$ cat src/rtl/mem_access_unit.sv
// mem_access_unit
// Load/store front end between the EX/MEM pipeline register and a word-addressed data memory.
// Loads use little-endian lane selection with sign/zero extension. Sub-word stores become a
// two-cycle read-modify-write. Misaligned and out-of-range accesses are rejected with mem_err.
//
// Optional feature macro: MEM_SUBWORD_EN
//   defined   : byte/half loads and stores, RMW_WRITE state, extension logic.
//   undefined : every access is a word access, req_ready is constantly 1.
//
// Ports
//   clk, reset                    clock, synchronous active-high reset
//   req_valid/read/write          request strobe and kind (write wins over read)
//   req_size, req_unsigned        00 byte, 01 half, 1x word; zero-extend loads when set
//   req_addr, req_wdata           byte address, store data (sub-word value in low bits)
//   req_ready                     request accepted when req_valid && req_ready
//   resp_valid, resp_rdata        one-cycle completion pulse, extended load data
//   mem_err                       pulses with resp_valid for a rejected access
//   dm_MemRead/MemWrite/addr/
//   dm_write_data, dm_read_data   data-memory interface (read data is combinational)
module mem_access_unit #(
  parameter int unsigned DEPTH_WORDS = 64
) (
  input  logic        clk,
  input  logic        reset,
  input  logic        req_valid,
  input  logic        req_read,
  input  logic        req_write,
  input  logic [1:0]  req_size,
  input  logic        req_unsigned,
  input  logic [31:0] req_addr,
  input  logic [31:0] req_wdata,
  output logic        req_ready,
  output logic        resp_valid,
  output logic [31:0] resp_rdata,
  output logic        mem_err,
  output logic        dm_MemRead,
  output logic        dm_MemWrite,
  output logic [31:0] dm_addr,
  output logic [31:0] dm_write_data,
  input  logic [31:0] dm_read_data
);

  logic        is_word, is_half, misaligned, out_of_range, acc_err;
  logic        accept, has_op, is_load, op_ok;
  logic [31:0] word_addr, load_data;

  assign word_addr    = {req_addr[31:2], 2'b00};
  assign out_of_range = ({2'b00, req_addr[31:2]} >= DEPTH_WORDS);
  assign misaligned   = is_word ? (req_addr[1:0] != 2'b00) : (is_half & req_addr[0]);
  assign acc_err      = misaligned | out_of_range;
  assign accept       = req_valid & req_ready & ~reset;
  assign has_op       = req_read | req_write;
  assign is_load      = req_read & ~req_write;
  assign op_ok        = accept & has_op & ~acc_err;

`ifdef MEM_SUBWORD_EN
  typedef enum logic [0:0] {StIdle, StRmwWrite} state_e;

  state_e      state_q;
  logic [31:0] rmw_addr_q, rmw_data_q, merged;
  logic [7:0]  byte_sel;
  logic [15:0] half_sel;
  logic        sub_store, rmw_active;

  assign is_word    = req_size[1];
  assign is_half    = (req_size == 2'b01);
  assign sub_store  = req_write & ~is_word;
  assign req_ready  = (state_q == StIdle);
  // Reset abandons a pending RMW write.
  assign rmw_active = (state_q == StRmwWrite) & ~reset;
  assign byte_sel   = dm_read_data[{req_addr[1:0], 3'b000} +: 8];
  assign half_sel   = dm_read_data[{req_addr[1], 4'b0000} +: 16];

  always_comb begin
    if (is_word)      load_data = dm_read_data;
    else if (is_half) load_data = {{16{half_sel[15] & ~req_unsigned}}, half_sel};
    else              load_data = {{24{byte_sel[7] & ~req_unsigned}}, byte_sel};
  end

  // Old word with the target lane replaced by the store value.
  always_comb begin
    merged = dm_read_data;
    if (is_half) merged[{req_addr[1], 4'b0000} +: 16] = req_wdata[15:0];
    else         merged[{req_addr[1:0], 3'b000} +: 8] = req_wdata[7:0];
  end
`else
  logic unused_subword;
  assign unused_subword = ^{req_size, req_unsigned};
  assign is_word        = 1'b1;
  assign is_half        = 1'b0;
  assign req_ready      = 1'b1;
  assign load_data      = dm_read_data;
`endif

  always_comb begin
    dm_MemRead    = 1'b0;
    dm_MemWrite   = 1'b0;
    dm_addr       = '0;
    dm_write_data = '0;
`ifdef MEM_SUBWORD_EN
    if (rmw_active) begin
      dm_MemWrite   = 1'b1;
      dm_addr       = rmw_addr_q;
      dm_write_data = rmw_data_q;
    end else
`endif
    if (op_ok) begin
      dm_addr = word_addr;
      if (req_write && is_word) begin
        dm_MemWrite   = 1'b1;
        dm_write_data = req_wdata;
      end else begin
        // Loads, and the read half of a sub-word store.
        dm_MemRead = 1'b1;
      end
    end
  end

  always_ff @(posedge clk) begin
    if (reset) begin
      resp_valid <= 1'b0;
      resp_rdata <= '0;
      mem_err    <= 1'b0;
`ifdef MEM_SUBWORD_EN
      state_q    <= StIdle;
      rmw_addr_q <= '0;
      rmw_data_q <= '0;
`endif
    end else begin
      resp_valid <= 1'b0;
      resp_rdata <= '0;
      mem_err    <= 1'b0;
`ifdef MEM_SUBWORD_EN
      if (state_q == StRmwWrite) begin
        state_q    <= StIdle;
        resp_valid <= 1'b1;
      end else if (op_ok && sub_store) begin
        state_q    <= StRmwWrite;
        rmw_addr_q <= word_addr;
        rmw_data_q <= merged;
      end else
`endif
      if (accept && has_op) begin
        resp_valid <= 1'b1;
        mem_err    <= acc_err;
        if (op_ok && is_load) resp_rdata <= load_data;
      end
    end
  end

endmodule
$ cat config.mk
export PLATFORM = sky130hd
export DESIGN_NAME = mem_access_unit
export DESIGN_NICKNAME = d
export VERILOG_FILES = /design/src/rtl/mem_access_unit.sv
export SDC_FILE = /design/constraint.sdc
export NUM_CORES = 1
export LEC_CHECK = 0
export ABC_AREA = 1
export ABC_CLOCK_PERIOD_IN_PS = 1400
export CORE_ASPECT_RATIO = 0.8
export CORE_MARGIN = 2
export CORE_UTILIZATION = 28
export DETAILED_ROUTE_END_ITERATION = 7
export PLACE_DENSITY = 0.81
export SETUP_SLACK_MARGIN = 0.02
export SYNTH_ARGS = -nofsm -noshare
export SYNTH_HDL_FRONTEND = slang
export SYNTH_SLANG_ARGS = --single-unit
$ cat constraint.sdc
create_clock -name clk -period 1.4 [get_ports clk]
set_input_delay 0.28 -clock clk [delete_from_list [all_inputs] [get_ports clk]]
set_output_delay 0.28 -clock clk [all_outputs]
set_load 0.1 [all_outputs]
After elaboration in Yosys (flattened, before gate mapping)
Cells that the tools add are included.
{"block": "op_classes", "n_lt_le_gt_ge": 1, "mux": 8, "n_bitwise": 11, "n_reduce_logical": 5}
{"cell": "2-to-1 mux 32 bit", "n": 3}
{"cell": "greater-or-equal comparator 30 x 7 -> 1 bit, second input constant", "n": 1}
{"cell": "2-to-1 mux 1 bit", "n": 5}
{"cell": "NOT 1 bit", "n": 5}
{"cell": "AND 1 bit", "n": 4}
{"cell": "OR reduction 3 bit", "n": 1}
{"cell": "logical AND 1 bit", "n": 2}
{"cell": "bitwise OR 1 bit", "n": 2}
{"cell": "nonzero test 2 bit", "n": 1}
{"cell": "OR reduction 2 bit", "n": 1}
{"block": "word_totals", "regBits": 34, "inputBits": 104, "output_inout_bits": 101, "elab_cells": 28}

Depth between registers and ports, before layout
{"block": "depth", "depth_word": 7, "ltp_mapped": 8, "depth_no_buf": 7}

Least setup slack after synthesis
OpenSTA, ideal clock, no wires.
{"block": "synth_timing", "path_type": "input -> output", "startpoint": "input req_addr[24]", "endpoint": "output dm_addr[2]", "t_arrival_ns": 2.143, "path_slack_ns": -1.023, "cell_stages": 7, "n_path_buf": 0, "path_cell_list": "inv_1 -> nand2_1 -> nor2_1 -> nand2_1 -> nor2_4 -> nand3_1 -> nor2_1"}
{"block": "synth_via", "elab_chain_len": 5}
{"element": "start: declaration", "line_no": "30", "text": "input logic [31:0] req_addr,"}
{"element": "greater-or-equal comparator 30 x 7 -> 1 bit", "line_no": "48", "text": "assign out_of_range = ({2'b00, req_addr[31:2]} >= DEPTH_WORDS);"}
{"element": "bitwise OR 1 bit", "line_no": "50", "text": "assign acc_err = misaligned | out_of_range;"}
{"element": "NOT 1 bit", "line_no": "54", "text": "assign op_ok = accept & has_op & ~acc_err;"}
{"element": "AND 1 bit", "line_no": "54"}
{"element": "2-to-1 mux 32 bit", "line_no": "107", "text": "if (op_ok) begin"}
{"element": "end: declaration", "line_no": "38", "text": "output logic [31:0] dm_addr,"}
No other way between the ends.

Worst setup path in the final report
{"block": "layout_timing", "startpoint": "input req_addr[11]", "endpoint": "output dm_write_data[28]"}
{"block": "layout_via", "elab_chain_len": 5}
{"element": "greater-or-equal comparator 30 x 7 -> 1 bit", "line_no": "48"}
{"element": "bitwise OR 1 bit", "line_no": "50"}
{"element": "NOT 1 bit", "line_no": "54"}
{"element": "AND 1 bit", "line_no": "54"}
{"element": "2-to-1 mux 32 bit", "line_no": "107"}
{"element": "end: declaration", "line_no": "39", "text": "output logic [31:0] dm_write_data,"}
No other way between the ends.

==> impl_metrics.env <==
export IMPL_status="finished with violations"
export IMPL_violations="setup timing"
export IMPL_grt_pass1_vias=2247
export IMPL_final_util=0.765
export IMPL_drtIter0Drc=19
export IMPL_synth_area_top_cells="dfxtp_1 (37%), nor2_2 (18%), inv_1 (16%)"
export IMPL_comb_power_share=0.311
export IMPL_clkTransAtPathRegs_ns=0.07
export IMPL_setup_ws_ns=-0.397
export IMPL_layout_commonest_cell="buf_12"
export IMPL_dpl_cell_area_um2=4670
export IMPL_dp_cells=510
export IMPL_period_share=1.28
export IMPL_syn_area_um2=1860
export IMPL_slowest_delay_ns=0.18
export IMPL_cp_arrival_ns=1.52
export IMPL_yosysTopAreaCellShare=0.365
export IMPL_overflow=0
export IMPL_worst_path_max_delay_cell="buf_4"
export IMPL_critical_path_class="input port to primary output"
export IMPL_cts_made_buffers=5
export IMPL_area_growth_pct=163
export IMPL_synth_avg_cell_area_um2=7.54
export IMPL_nets=545
export IMPL_start_kind="input port"
export IMPL_required_ns=1.12
export IMPL_clkPwrFrac=0.296
export IMPL_netSwitchingFraction=0.337
export IMPL_cts_root_buf="clkbuf_8"
export IMPL_detail_route_antenna_nets=0
export IMPL_seqPwrFrac=0.394
export IMPL_final_area_um2=4900
export IMPL_period_minus_slack_ns=1.80
export IMPL_drive_above_1_share=0.523
export IMPL_antenna_found_initial=0
export IMPL_io_buffers=174
export IMPL_drc=0
export IMPL_hpwl_um=6000
export IMPL_dieArea_um2=7330
export IMPL_crit_chain="buf_6, inv_2, nand2_2, nor2_2, nand2_2, nor2_4, nand4_4, buf_4, buf_16, nor2_4, buf_12"
export IMPL_routedWlPerCell_um=13.9
export IMPL_yosys_warnings=0
export IMPL_ir_worst_vdd_v=0.000500
export IMPL_clock_sinks=34
export IMPL_initial_core_util=0.291
export IMPL_globalplace_congestion=0.755
export IMPL_io_pins=205
export IMPL_layout_common_cells="buf_12 (78), inv_1 (71), clkdlybuf4s50_1 (70)"
export IMPL_finalSetupViolCount=40
export IMPL_wirelength_um=7310
export IMPL_fin_tns_setup_ns=-13.89
export IMPL_setup_worst_path_end_class="primary output"
export IMPL_maxCapViolCount=0
export IMPL_rows=26
export IMPL_max_freq_mhz=557
export IMPL_rsz0062_at_grt="true"
export IMPL_power_density_nw_per_um2=504
export IMPL_grt_max_degree=15
export IMPL_avgViaCountPerCell=3.93
export IMPL_ys_ff_latch=34
export IMPL_power_switching_uw=833
export IMPL_synth_top_area_cell="dfxtp_1"
export IMPL_grtUsageTotal=0.204
export IMPL_leakagePower_uw=0.00222
export IMPL_synthCells=247
export IMPL_htree_levels=2
export IMPL_synth_seq_area_share=0.365
export IMPL_die_x_um=95.2
export IMPL_finalNonFillerCells=526
export IMPL_grt_pass1_wl_um=11400
export IMPL_vias=2066
export IMPL_hold_viol=0
export IMPL_hold_path_class="input port to flop"
export IMPL_yosysUniqueCellTypes=13
export IMPL_clock_path_buffers=2
export IMPL_die_h_um=77.0
export IMPL_maxSlewViolCount=0
export IMPL_n_antenna_cell=0
export IMPL_crit_fanout=5
export IMPL_drtPass1Iterations=2
export IMPL_internal_power_uw=1640
export IMPL_core_um2=6410
export IMPL_tritoncts="yes"
path summary, 6_finish.rpt:
path                                 to  depth (start not counted)  slack [ns]         start
worst min-delay path         resp_valid                          2        0.36         reset
worst max-delay path  dm_write_data[28]                         11       -0.40  req_addr[11]
metrics by stage:
stage	power (µW)	hold slack (ns)	setup WS (ns)
5_1_grt	2570	0.361	-0.457
3_3_place_gp	1750	0.746	-0.766
4_1_cts	2480	0.347	-0.462
3_5_place_dp	1770	0.747	-0.832
2_1_floorplan	1500	0.378	-0.460
6_report	2470	0.360	-0.397
registers in the layout, indices dropped and copies added (netlist names):
register / count
mem_err: 1
resp_valid: 1
resp_rdata: 32
per-layer routing:
layer	share of wire	global-route usage	wire, µm
met1	0.30	0.188	2180
met2	0.58	0.409	4260
met3	0.10	0.0639	746
met4	0.018	0.0667	128
met5	0	0	0
cell families after synthesis:
kind of cell | synth area share
flip-flops | 0.365
AO/OA/AOI/OAI | 0.00873
AND/OR/NAND/NOR | 0.314
other | 0.00403
buffers and inverters | 0.308
power by group through the flow:
stage / logic (µW) / registers, µW / clock network (µW)
floorplan: 480 / 1020 / 0
global placement: 759 / 994 / 0
detailed placement: 772 / 994 / 0
CTS: 756 / 972 / 749
global route: 802 / 972 / 797
finish: 767 / 973 / 731
cells in the mapped netlist:
master and n:
inv_1 81, o21ai_2 1, buf_6 6, a21boi_0 1
nand4_4 2, nor2_1 23, nor2_4 7, buf_4 27
conb_1 2, dfxtp_1 34, nor2_2 54, nand3_1 4
nand2_1 5
worst max-delay path, delay by kind of cell:
family | cells | cell delay, ns
buf+inv | 5 | 0.63
simple gates | 6 | 0.60
cell type report:
| cell class | instances | area [µm²] |
|---|---|---|
| clock buffer | 7 | 86.3 |
| clock inverter | 1 | 5.00 |
| fill | 423 | 1510 |
| inverter | 81 | 324 |
| multi-input combinational | 124 | 992 |
| sequential | 34 | 681 |
| tap | 84 | 105 |
| timing repair buffer | 195 | 2710 |
timing repair:
item,4_1_cts,5_1_grt
setup endpoints to repair,72,72
setup buffers,5,1
cloned,3,1
resized for setup,116,22
hold buffers,0,0
pin swaps,24,26
(Power assumes the default switching activity.)
